`src/rtl/instr_encoder_loader_if.sv`:
```
// Field-bundle stream into the encoder plus the instruction-memory write bus out of it.
// The host/boot side uses master; the encoder uses slave.
interface instr_encoder_loader_if #(
  parameter int ADDR_WIDTH = 12
);
  logic                  in_valid;
  logic                  in_ready;
  logic [4:0]            in_opcode;
  logic [4:0]            in_rd;
  logic [4:0]            in_rs;
  logic [4:0]            in_rt;
  logic [4:0]            in_shamt;
  logic [4:0]            in_aluop;
  logic [16:0]           in_imm;
  logic [26:0]           in_target;
  logic                  imem_we;
  logic [ADDR_WIDTH-1:0] imem_addr;
  logic [31:0]           imem_data;

  modport master (
    output in_valid, in_opcode, in_rd, in_rs, in_rt, in_shamt, in_aluop, in_imm, in_target,
    input  in_ready, imem_we, imem_addr, imem_data
  );

  modport slave (
    input  in_valid, in_opcode, in_rd, in_rs, in_rt, in_shamt, in_aluop, in_imm, in_target,
    output in_ready, imem_we, imem_addr, imem_data
  );
endinterface

```
`src/rtl/instr_encoder_loader.sv`:
```
// Packs decoded instruction fields into 32-bit ISA words and writes them to
// instruction memory at consecutive addresses, framed by a load-session FSM.
module instr_encoder_loader #(
  parameter int ADDR_WIDTH = 12,
  parameter int MAX_WORDS  = 4096
) (
  input  logic                  clock,
  input  logic                  reset_n,
  input  logic                  start,
  input  logic                  finish,
  instr_encoder_loader_if.slave bus,
  output logic                  busy,
  output logic                  done,
  output logic [ADDR_WIDTH:0]   word_count,
  output logic                  err_opcode,
  output logic                  err_overflow
);

  localparam logic [ADDR_WIDTH:0] MAX_COUNT = (ADDR_WIDTH+1)'(MAX_WORDS);

  typedef enum logic [1:0] {IDLE, LOAD, DRAIN, DONE} state_t;

  state_t                state, state_next;
  logic [31:0]           enc_word;
  logic                  enc_ok;
  logic [ADDR_WIDTH:0]   fill;
  logic                  full;
  logic                  accept;
  logic                  session_open;

  // The imem output registers double as the single pending stage, so the
  // next free address is the committed count plus any word being written now.
  assign fill         = word_count + {{ADDR_WIDTH{1'b0}}, bus.imem_we};
  assign full         = (fill >= MAX_COUNT);
  assign bus.in_ready = (state == LOAD) && !full;
  assign accept       = bus.in_valid && bus.in_ready;
  assign session_open = (state == IDLE) && start;
  assign busy         = (state != IDLE);
  assign done         = (state == DONE);

  always_comb begin
    enc_word = 32'd0;
    enc_ok   = 1'b1;
    case (bus.in_opcode)
      5'b00000:
        enc_word = {bus.in_opcode, bus.in_rd, bus.in_rs, bus.in_rt,
                    bus.in_shamt, bus.in_aluop, 2'b00};
      5'b00101, 5'b00111, 5'b01000, 5'b00010, 5'b00110:
        enc_word = {bus.in_opcode, bus.in_rd, bus.in_rs, bus.in_imm};
      5'b00001, 5'b00011, 5'b10101, 5'b10110:
        enc_word = {bus.in_opcode, bus.in_target};
      5'b00100:
        enc_word = {bus.in_opcode, bus.in_rd, 22'd0};
      default:
        enc_ok = 1'b0;
    endcase
  end

  always_comb begin
    state_next = state;
    case (state)
      IDLE:    if (start) state_next = LOAD;
      LOAD:    if (finish) state_next = DRAIN;
      DRAIN:   if (!bus.imem_we) state_next = DONE;
      DONE:    state_next = IDLE;
      default: state_next = IDLE;
    endcase
  end

  always_ff @(posedge clock) begin
    if (!reset_n) begin
      state         <= IDLE;
      bus.imem_we   <= 1'b0;
      bus.imem_addr <= '0;
      bus.imem_data <= 32'd0;
      word_count    <= '0;
      err_opcode    <= 1'b0;
      err_overflow  <= 1'b0;
    end else begin
      state       <= state_next;
      bus.imem_we <= accept && enc_ok;
      if (accept && enc_ok) begin
        bus.imem_addr <= fill[ADDR_WIDTH-1:0];
        bus.imem_data <= enc_word;
      end
      if (session_open) begin
        word_count   <= '0;
        err_opcode   <= 1'b0;
        err_overflow <= 1'b0;
      end else begin
        word_count <= fill;
        if (accept && !enc_ok)
          err_opcode <= 1'b1;
        if ((state == LOAD) && bus.in_valid && full)
          err_overflow <= 1'b1;
      end
    end
  end

endmodule

```
`src/flat_wrapper.sv`:
```
// flat-port wrapper written by rule: the top's interface ports become plain ports
module instr_encoder_loader_flat 
#(
  parameter int ADDR_WIDTH = 12,
  parameter int MAX_WORDS  = 4096
)
  (clock, reset_n, start, finish, busy, done, word_count, err_opcode, err_overflow, bus_in_valid, bus_in_opcode, bus_in_rd, bus_in_rs, bus_in_rt, bus_in_shamt, bus_in_aluop, bus_in_imm, bus_in_target, bus_in_ready, bus_imem_we, bus_imem_addr, bus_imem_data);
  instr_encoder_loader_if #(.ADDR_WIDTH(ADDR_WIDTH)) bus_i ();
  input  logic clock;
  input  logic reset_n;
  input  logic start;
  input  logic finish;
  output logic busy;
  output logic done;
  output logic [ADDR_WIDTH:0] word_count;
  output logic err_opcode;
  output logic err_overflow;
  input wire logic [$bits(bus_i.in_valid)-1:0] bus_in_valid;
  input wire logic [$bits(bus_i.in_opcode)-1:0] bus_in_opcode;
  input wire logic [$bits(bus_i.in_rd)-1:0] bus_in_rd;
  input wire logic [$bits(bus_i.in_rs)-1:0] bus_in_rs;
  input wire logic [$bits(bus_i.in_rt)-1:0] bus_in_rt;
  input wire logic [$bits(bus_i.in_shamt)-1:0] bus_in_shamt;
  input wire logic [$bits(bus_i.in_aluop)-1:0] bus_in_aluop;
  input wire logic [$bits(bus_i.in_imm)-1:0] bus_in_imm;
  input wire logic [$bits(bus_i.in_target)-1:0] bus_in_target;
  output wire logic [$bits(bus_i.in_ready)-1:0] bus_in_ready;
  output wire logic [$bits(bus_i.imem_we)-1:0] bus_imem_we;
  output wire logic [$bits(bus_i.imem_addr)-1:0] bus_imem_addr;
  output wire logic [$bits(bus_i.imem_data)-1:0] bus_imem_data;
  assign bus_i.in_valid = bus_in_valid;
  assign bus_i.in_opcode = bus_in_opcode;
  assign bus_i.in_rd = bus_in_rd;
  assign bus_i.in_rs = bus_in_rs;
  assign bus_i.in_rt = bus_in_rt;
  assign bus_i.in_shamt = bus_in_shamt;
  assign bus_i.in_aluop = bus_in_aluop;
  assign bus_i.in_imm = bus_in_imm;
  assign bus_i.in_target = bus_in_target;
  assign bus_in_ready = bus_i.in_ready;
  assign bus_imem_we = bus_i.imem_we;
  assign bus_imem_addr = bus_i.imem_addr;
  assign bus_imem_data = bus_i.imem_data;
  instr_encoder_loader #(.ADDR_WIDTH(ADDR_WIDTH), .MAX_WORDS(MAX_WORDS)) u_core (.clock(clock), .reset_n(reset_n), .start(start), .finish(finish), .bus(bus_i), .busy(busy), .done(done), .word_count(word_count), .err_opcode(err_opcode), .err_overflow(err_overflow));
endmodule
```
`config.mk`:
```
export PLATFORM = sky130hd
export DESIGN_NAME = instr_encoder_loader_flat
export DESIGN_NICKNAME = d
export VERILOG_FILES = /design/src/rtl/instr_encoder_loader_if.sv /design/src/rtl/instr_encoder_loader.sv /design/src/flat_wrapper.sv
export SDC_FILE = /design/constraint.sdc
export NUM_CORES = 1
export LEC_CHECK = 0
export BUFFER_PORTS_ARGS = -buffer_cell sky130_fd_sc_hd__buf_2
export CAP_MARGIN = 40
export CELL_PAD_IN_SITES_DETAIL_PLACEMENT = 1
export CELL_PAD_IN_SITES_GLOBAL_PLACEMENT = 2
export CORE_MARGIN = 4
export CORE_UTILIZATION = 26
export CTS_BUF_LIST = sky130_fd_sc_hd__clkbuf_4 sky130_fd_sc_hd__clkbuf_8 sky130_fd_sc_hd__clkbuf_16
export CTS_CLUSTER_DIAMETER = 150
export DETAILED_ROUTE_END_ITERATION = 8
export PLACE_DENSITY = 0.87
export SLEW_MARGIN = 20
export SYNTH_ARGS = -nofsm -noshare
export SYNTH_HDL_FRONTEND = slang
export SYNTH_SLANG_ARGS = --single-unit
```
`constraint.sdc`:
```
create_clock -name clock -period 2.8 [get_ports clock]
set_input_delay 0.56 -clock clock [delete_from_list [all_inputs] [get_ports clock]]
set_output_delay 0.56 -clock clock [all_outputs]
set_load 0.05 [all_outputs]
```
# Word level (Yosys, flattened, before mapping)
# Cells that the tools add are included.
# classes
multipliers	0
n_bitwise	1
order_cmp	1
n_div	0
n_addsub	1
reduce_logical	17
eq_ne	16
mux	6
shifts	0
# op_table
op	count
case mux 32 bit (4 select lines)	1
equality test 5 x 3 -> 1 bit, second input constant	4
adder 13 x 1 -> 13 bit	1
>= comparator 13 bit, second input constant	1
OR reduction 11 bit	1
equality test 5 x 2 -> 1 bit, second input constant	2
equality test 5 bit, second input constant	2
case mux 2 bit (4 select lines)	1
logical AND 1 bit	7
two-way mux 2 bit	3
!= test 2 bit, second input constant	3
equality test 5 x 1 -> 1 bit, second input constant	1
equality test 5 x 4 -> 1 bit, second input constant	1
zero test 5 bit	1
OR reduction 5 bit	1
equality test 2 bit, second input constant	2
OR reduction 4 bit	1
AND reduction 3 bit	1
equality test 2 x 1 -> 1 bit, second input constant	1
zero test 1 bit	2
zero test 2 bit	1
nonzero test 2 bit	1
OR reduction 2 bit	1
two-way mux 1 bit	1
NOT 1 bit	1
# word_totals
latch_bits	0
memories	0
reg_bits	62
romBits	0
out_inout_bits	63
in_bits	79
mem_bits_rw	0
wordCells	49

# Depth between registers and ports, before layout
# Gate-level depths: netlist (run 1).
# depth
word_depth	6
ltp_mapped	9
mapped_depth_nobuf	7

# Least setup slack after synthesis (run 1)
# OpenSTA, ideal clock, no wires.
# synth_path
kind	reg-to-output
startpoint	reg u_core.bus.imem_we
endpoint	out bus_in_ready
path_buffers	0
required_ns	2.240
stages_incl_launch_ff	7
setup_slack_ns	0.024
t_arrival_ns	2.216
path_cell_list	dfxtp_1 ha_1 ha_1 and4_1 nor4b_4 xnor2_1 and2_1
# synth_via
elab_chain_cells	4
# synth_rtl
item	line_no	rtl
start: declaration	instr_encoder_loader_if.sv:27	output in_ready, imem_we, imem_addr, imem_data
start signal: assignment	instr_encoder_loader.sv:81	bus.imem_we <= accept && enc_ok;
adder 13 x 1 -> 13 bit	instr_encoder_loader.sv:33	assign fill = word_count + {{ADDR_WIDTH{1'b0}}, bus.imem_we};
>= comparator 13 bit	instr_encoder_loader.sv:34	assign full = (fill >= MAX_COUNT);
zero test 1 bit	instr_encoder_loader.sv:35	assign bus.in_ready = (state == LOAD) && !full;
logical AND 1 bit	instr_encoder_loader.sv:35	
end: declaration	flat_wrapper.sv:27	output wire logic [$bits(bus_i.in_ready)-1:0] bus_in_ready;
# Every way passes these cells.

# Worst setup path after layout (run 1)
# Ends and elaborated chain as after synthesis.

==> run_results.csv, run 1 <==
group,metric,value,unit
global_routing,grt_max_degree,35,
placed_design,gp_congestion,0.745,
placed_design,dp_cells,582,
synth,synthesis.nets,402,
route,wire_per_inst,16.7,um
power_and_ir_drop,p_total,2.87,mW
sta,maxSlewHeadroom,62.5,%
layout,layout.cells.most_common,"buf_2",
sta,rsz0062_at_grt,"no",
placed_design,io_buffers,141,
sta,tightest_slew,0.556,ns
clock_tree,clock-sinks,62,
synth,netlist_instances,316,
setup_path,critPathRequiredTime,2.24,ns
run,cap_violations,0,
route,detail_route.iter0.violations,207,
floorplan,ioPinCount,142,
synth,yosysWarnings,0,
setup_path,path_max_fanout,4,
sta,timing.final.hold_violations,0,
synth,async_flop_share,0,%
synth,synth-edff-count,0,
route,routed_via_density,5.04,
setup_path,end_kind,"output port",
route,drc,0,
route,wirelength,9.99,mm
setup_path,critical_path_buf_inv_count,1,
floorplan,start_util,26.6,%
synth,syn_area,3030,um^2
sta,slew_viol_final,0,
setup_path,critical_path_arrival,2.15,ns
sta,setup_viol,0,
setup_path,critPathKind,"flop to output port",
clock_tree,root_buffer,"clkbuf_16",
synth,syn_avg_cell_area,9.59,um^2
sta,fin_worst_skew,0.00570,ns
floorplan,die_area,13500,um^2
clock_tree,cts_tree,"done",
setup_path,crit_slowest_cell,"dfxtp_1",
global_routing,antenna_found_initial,0,
sta,fmax,0.369,GHz
route,ant_nets,0,
synth,synth_ff_type,"dfxtp_1",
power_and_ir_drop,power_density,687,nW/um^2
floorplan,rows,39,
worst_hold_path,hp-class,"flop to flop",
global_routing,grt_pass1_wl,15.5,mm
power_and_ir_drop,power.leakage,2.21,nW
synth,ys_seq_elements,62,
layout,syn_to_final_growth,38.0,%
clock_tree,clock_path_buffers,2,
outcome,status,"finished clean",
setup_path,cp-start-kind,"flop",
setup_path,crit_path_frequent_cell,"ha_2",
floorplan,die_w,116,um
sta,period_needed,2.71,ns
setup_path,crit_chain,"ha_2 > ha_2 > and4_2 > nor4b_4 > xnor2_2 > and2_1 > buf_4",
layout,layout.cells.non_filler,599,
setup_path,crit_path_max_incr_delay,0.35,ns
sta,fin_setup_tns,0,ns
clock_tree,cts_buffers,9,
clock_tree,insertion_delay,0.31,ns
floorplan,die_h,116,um
layout,fin_util,36.6,%
clock_tree,cts_hold_buf,0,
layout,final_nets,537,
placed_design,dp_hpwl,7.75,mm
route,firstDrtPassIters,5,
synth,synth.distinct_cells,43,
global_routing,grtUsageTotal,14.4,%
global_routing,grt_pass1_vias,3071,
clock_tree,clkTransAtPathRegs,0.05,ns
synth,synth.yosys.seq_area_share,40.9,%
layout,layout_common_cells,"140 x buf_2, 62 x dfxtp_1, 36 x nand3_1",
setup_path,crit_family,"simple AND/OR/NAND/NOR gates",
layout,n_antenna_cell,0,
floorplan,core_area,11400,um^2
power_and_ir_drop,vdd_ir_drop_max,0.347,mV
sta,hold_slack,0.445,ns
route,route.vias.total,3020,
layout,drive_above_1_share,40.6,%
global_routing,overflow,0,
clock_tree,cts.htree.levels,3,
sta,fin_crit_sh,96.7,%
-- worst register-to-register path, cell delays in order (launching register included) --
cell and delay (ns):
dfxtp_1 0.35, ha_2 0.21, ha_2 0.21, and4_2 0.28, nor4b_4 0.28, buf_4 0.19
mux2i_4 0.30, and2_2 0.20, buf_4 0.28, o21ai_0 0.17
-- logic make-up (layout without fill, tap and decap cells) --
group | after synthesis | count (layout) | share of synthesized area [%]
simple gates | 103 | 103 | 18.8
compound gates | 81 | 81 | 23.8
flops | 62 | 62 | 40.9
buf+inv | 41 | 181 | 6.77
xor+xnor | 12 | 12 | 3.47
mux | 10 | 10 | 3.34
fa+ha+maj | 7 | 7 | 2.89
-- power breakdown --
group	switching (mW)	internal, mW	total, mW
logic	0.537	0.238	0.774
registers	0.0405	0.949	0.989
clock network	0.400	0.709	1.11
total	0.977	1.90	2.87
-- area by class of cell --
class	instances	area, um^2
clock buffer	10	239
clock inverter	6	61.3
fill	1385	7240
inverter	12	45.0
multi-input combinational	213	1620
sequential	62	1240
tap	143	179
timing repair buffer	153	798
-- Yosys cell counts (all sizes together) (2+ instances only) --
cell	number	area, um^2
a211oi	3	32.5
and3	4	25.0
a31oi	3	31.3
and2	2	12.5
nand3	36	180
inv	12	45.0
ha	7	87.6
buf	15	108
nand3b	3	22.5
nor2	13	48.8
dfxtp	62	1240
nand4b	4	35.0
mux2i	9	90.1
xnor2	6	52.6
nand2	19	71.3
o21ai	8	40.0
a21oi	4	20.0
a222oi	15	150
clkbuf	14	52.6
o211a	32	320
a22oi	7	52.6
a32oi	5	43.8
or3b	2	17.5
nand4	9	62.6
nor2b	3	18.8
and4	2	17.5
xor2	6	52.6
-- state kept, by name, indices dropped and copies added, names as in the netlist --
name                  cells
u_core.bus.imem_data     32
u_core.word_count        13
u_core.bus.imem_addr     12
u_core.state              2
u_core.bus.imem_we        1
u_core.err_opcode         1
u_core.err_overflow       1
-- metrics by stage --
step	cell area, um^2	setup slack [ns]
after floorplan	3030	0.0244
final	4180	0.0917
after global routing	4180	0.00794
after CTS	4170	0.0313
after detailed placement	3860	0.216
after global placement	3860	0.316
-- path summary, 6_finish.rpt --
check | start | endpoint | slack (ns) | cells past startpoint
worst max-delay path | u_core.bus.imem_we$_SDFF_PN0_ | bus_in_ready | 0.09 | 7
worst min-delay path | u_core.err_opcode$_SDFFE_PP0P_ | u_core.err_opcode$_SDFFE_PP0P_ | 0.44 | 2
worst max register to register | u_core.bus.imem_we$_SDFF_PN0_ | u_core.bus.imem_addr[11]$_SDFFE_PN0P_ | 0.19 | 9
worst min register to register | u_core.err_opcode$_SDFFE_PP0P_ | u_core.err_opcode$_SDFFE_PP0P_ | 0.44 | 2
-- repair_timing --
item / 4_1_cts / 5_1_grt
setup endpoints to repair: 1 / 1
cloned: 0 / 0
setup buffers: 1 / 0
resized for setup: 1 / 4
-- routing by layer --
layer	vias up	share of wire [%]	GRT usage, %
met4	0	0.48	3.71
li1	1475	-	-
met2	98	49	24.4
met5	-	0	0
met1	1440	44	18.6
met3	7	6.8	3.45
(Power assumes the default switching activity.)
==> inputs of run 2 (changes only) <==
Settings changed: CORE_UTILIZATION 26 to 27, CTS_BUF_LIST sky130_fd_sc_hd__clkbuf_4 sky130_fd_sc_hd__clkbuf_8 sky130_fd_sc_hd__clkbuf_16 to sky130_fd_sc_hd__clkbuf_4 sky130_fd_sc_hd__clkbuf_8, PLACE_DENSITY 0.87 to 0.89.
==> run 2 against run 1 <==
- global-route usage increased by 0.99 points
- count of clock-buffer cells in the layout unchanged
- fmax rose by 1.3%
- die area shrank 3.4%
- non-clock buffer count up 1
- combinational power grew 2%
==> run_results.csv, run 2 (synthesis gave the netlist of run 1 again) <==
group,metric,value,unit
worst_hold_path,min_path_cells,2,
setup_path,crit_chain,"ha_2 > ha_2 > and4_4 > nor4b_4 > xnor2_2 > and2_1 > buf_6",
layout,layout.cells.most_common,"buf_2",
placed_design,dpl-instance-area,3870,um^2
setup_path,r2r_end,"u_core.bus.imem_data[28]$_SDFFE_PN0P_",
sta,fin_setup_tns,0,ns
global_routing,grt_pass1_wl,16.1,mm
clock_tree,clock_path_buffers,2,
power_and_ir_drop,vdd_ir_drop_max,0.321,mV
setup_path,cp.depth,7,
global_routing,grt_max_degree,25,
sta,fin_worst_skew,0.00748,ns
setup_path,crit_path_max_incr_delay,0.35,ns
clock_tree,cts.htree.levels,3,
layout,fin_util,37.8,%
layout,largest_reg_flops,32,
setup_path,critPathKind,"flop to output port",
sta,rsz0062_at_grt,"no",
layout,max_flop_register,"u_core.bus.imem_data",
setup_path,critPathRequiredTime,2.24,ns
route,route.vias.total,3069,
route,ant_nets,0,
floorplan,die_w,114,um
clock_tree,cts_hold_buf,0,
power_and_ir_drop,power_density,653,nW/um^2
layout,fill_cells,1332,
sta,fmax,0.374,GHz
setup_path,crit_slowest_cell,"dfxtp_2",
placed_design,io_buffers,141,
setup_path,cp-start-kind,"flop",
route,routed_via_density,5.14,
setup_path,rrSetupSlack,0.36,ns
route,wire_per_inst,17.2,um
layout,final_nets,538,
placed_design,dp_cells,580,
sta,setup_viol,0,
sta,period_needed,2.67,ns
sta,tightest_slew,0.565,ns
layout,drive_above_1_share,40.9,%
route,firstDrtPassIters,7,
placed_design,dp_hpwl,7.92,mm
floorplan,rows,38,
sta,timing.final.hold_violations,0,
clock_tree,root_buffer,"clkbuf_8",
route,wirelength,10.3,mm
power_and_ir_drop,p_total,2.70,mW
setup_path,rr_startpoint,"u_core.bus.imem_we$_SDFF_PN0_",
floorplan,core_area,10900,um^2
layout,reg_top3,"u_core.bus.imem_data x32, u_core.word_count x13, u_core.bus.imem_addr x12",
worst_hold_path,hp-class,"flop to flop",
placed_design,gp_congestion,0.772,
floorplan,start_util,27.7,%
sta,fin_crit_sh,95.4,%
setup_path,r2r_cells,9,
route,drc,0,
route,detail_route.iter0.violations,221,
global_routing,antenna_found_initial,0,
outcome,status,"finished clean",
clock_tree,cts_tree,"done",
floorplan,die_h,114,um
floorplan,ioPinCount,142,
layout,layout_common_cells,"140 x buf_2, 61 x dfxtp_1, 36 x nand3_1",
setup_path,critical_path_arrival,2.11,ns
clock_tree,clkTransAtPathRegs,0.08,ns
layout,n_antenna_cell,0,
setup_path,crit_family,"simple AND/OR/NAND/NOR gates",
global_routing,grt_pass1_vias,3231,
worst_hold_path,hold_end,"u_core.err_opcode$_SDFFE_PP0P_",
sta,maxSlewHeadroom,62.0,%
clock_tree,insertion_delay,0.34,ns
sta,slew_viol_final,0,
power_and_ir_drop,power.leakage,2.18,nW
clock_tree,cts_buffers,9,
floorplan,die_area,13000,um^2
global_routing,overflow,0,
run,cap_violations,0,
setup_path,crit_path_frequent_cell,"ha_2",
setup_path,path_max_fanout,4,
setup_path,critical_path_buf_inv_count,1,
layout,layout.cells.non_filler,597,
layout,syn_to_final_growth,36.3,%
worst_hold_path,min-delay-start,"u_core.err_opcode$_SDFFE_PP0P_",
global_routing,grtUsageTotal,15.4,%
layout,fin_area,4130,um^2
clock_tree,clock-sinks,62,
setup_path,end_kind,"output port",
-- run 2: worst min-delay path, stage by stage (launching register included) --
cell and delay, ns:
dfxtp_1 0.32, inv_1 0.05, a21oi_1 0.05
-- run 2: worst max path at each step --
| stage | from | endpoint |
|---|---|---|
| 2_1_floorplan | u_core.bus.imem_we$_SDFF_PN0_ | bus_in_ready |
| 3_3_place_gp | u_core.bus.imem_we$_SDFF_PN0_ | bus_in_ready |
| 3_5_place_dp | u_core.bus.imem_we$_SDFF_PN0_ | bus_in_ready |
| 4_1_cts | u_core.bus.imem_we$_SDFF_PN0_ | bus_in_ready |
| 5_1_grt | u_core.bus.imem_we$_SDFF_PN0_ | bus_in_ready |
| 6_report | u_core.bus.imem_we$_SDFF_PN0_ | bus_in_ready |
-- run 2: report_power, final --
group          internal (mW)  switching, mW  total (mW)
Clock                  0.532          0.387       0.919
Sequential             0.947         0.0416       0.989
Combinational          0.244          0.547       0.792
Total                   1.72          0.976        2.70
-- run 2: metal layers --
layer / track usage, % / vias up / part of all wire (%)
met5: 0 / - / 0
met4: 4.20 / 0 / 1.1
met3: 4.30 / 10 / 7.2
met2: 26.3 / 114 / 49
met1: 19.1 / 1469 / 42
li1: - / 1476 / -
-- run 2: stage by stage --
stage                     hold slack, ns  worst slack (ns)
after global routing               0.498            0.0110
after floorplan                    0.518            0.0244
final                              0.457             0.127
after detailed placement           0.446             0.183
after CTS                          0.459           0.00108
after global placement             0.431             0.312
-- run 2: final cells by class --
type                    count  area [um^2]  share of cell area [%]
multi-input cells         213         1630                    39.4
flip-flops and latches     62         1240                    30.1
repair buffers            154          810                    19.6
well taps                 140          175                    4.24
clock buffers              10          138                    3.33
clock inverters             6         93.8                    2.27
inverters                  12         45.0                    1.09
-- run 2: timing repair --
item | 4_1_cts | 5_1_grt
setup buffers | 1 | 0
resized for setup | 5 | 3
endpoints found under the setup margin | 1 | 1
hold endpoints to repair | 0 | 0
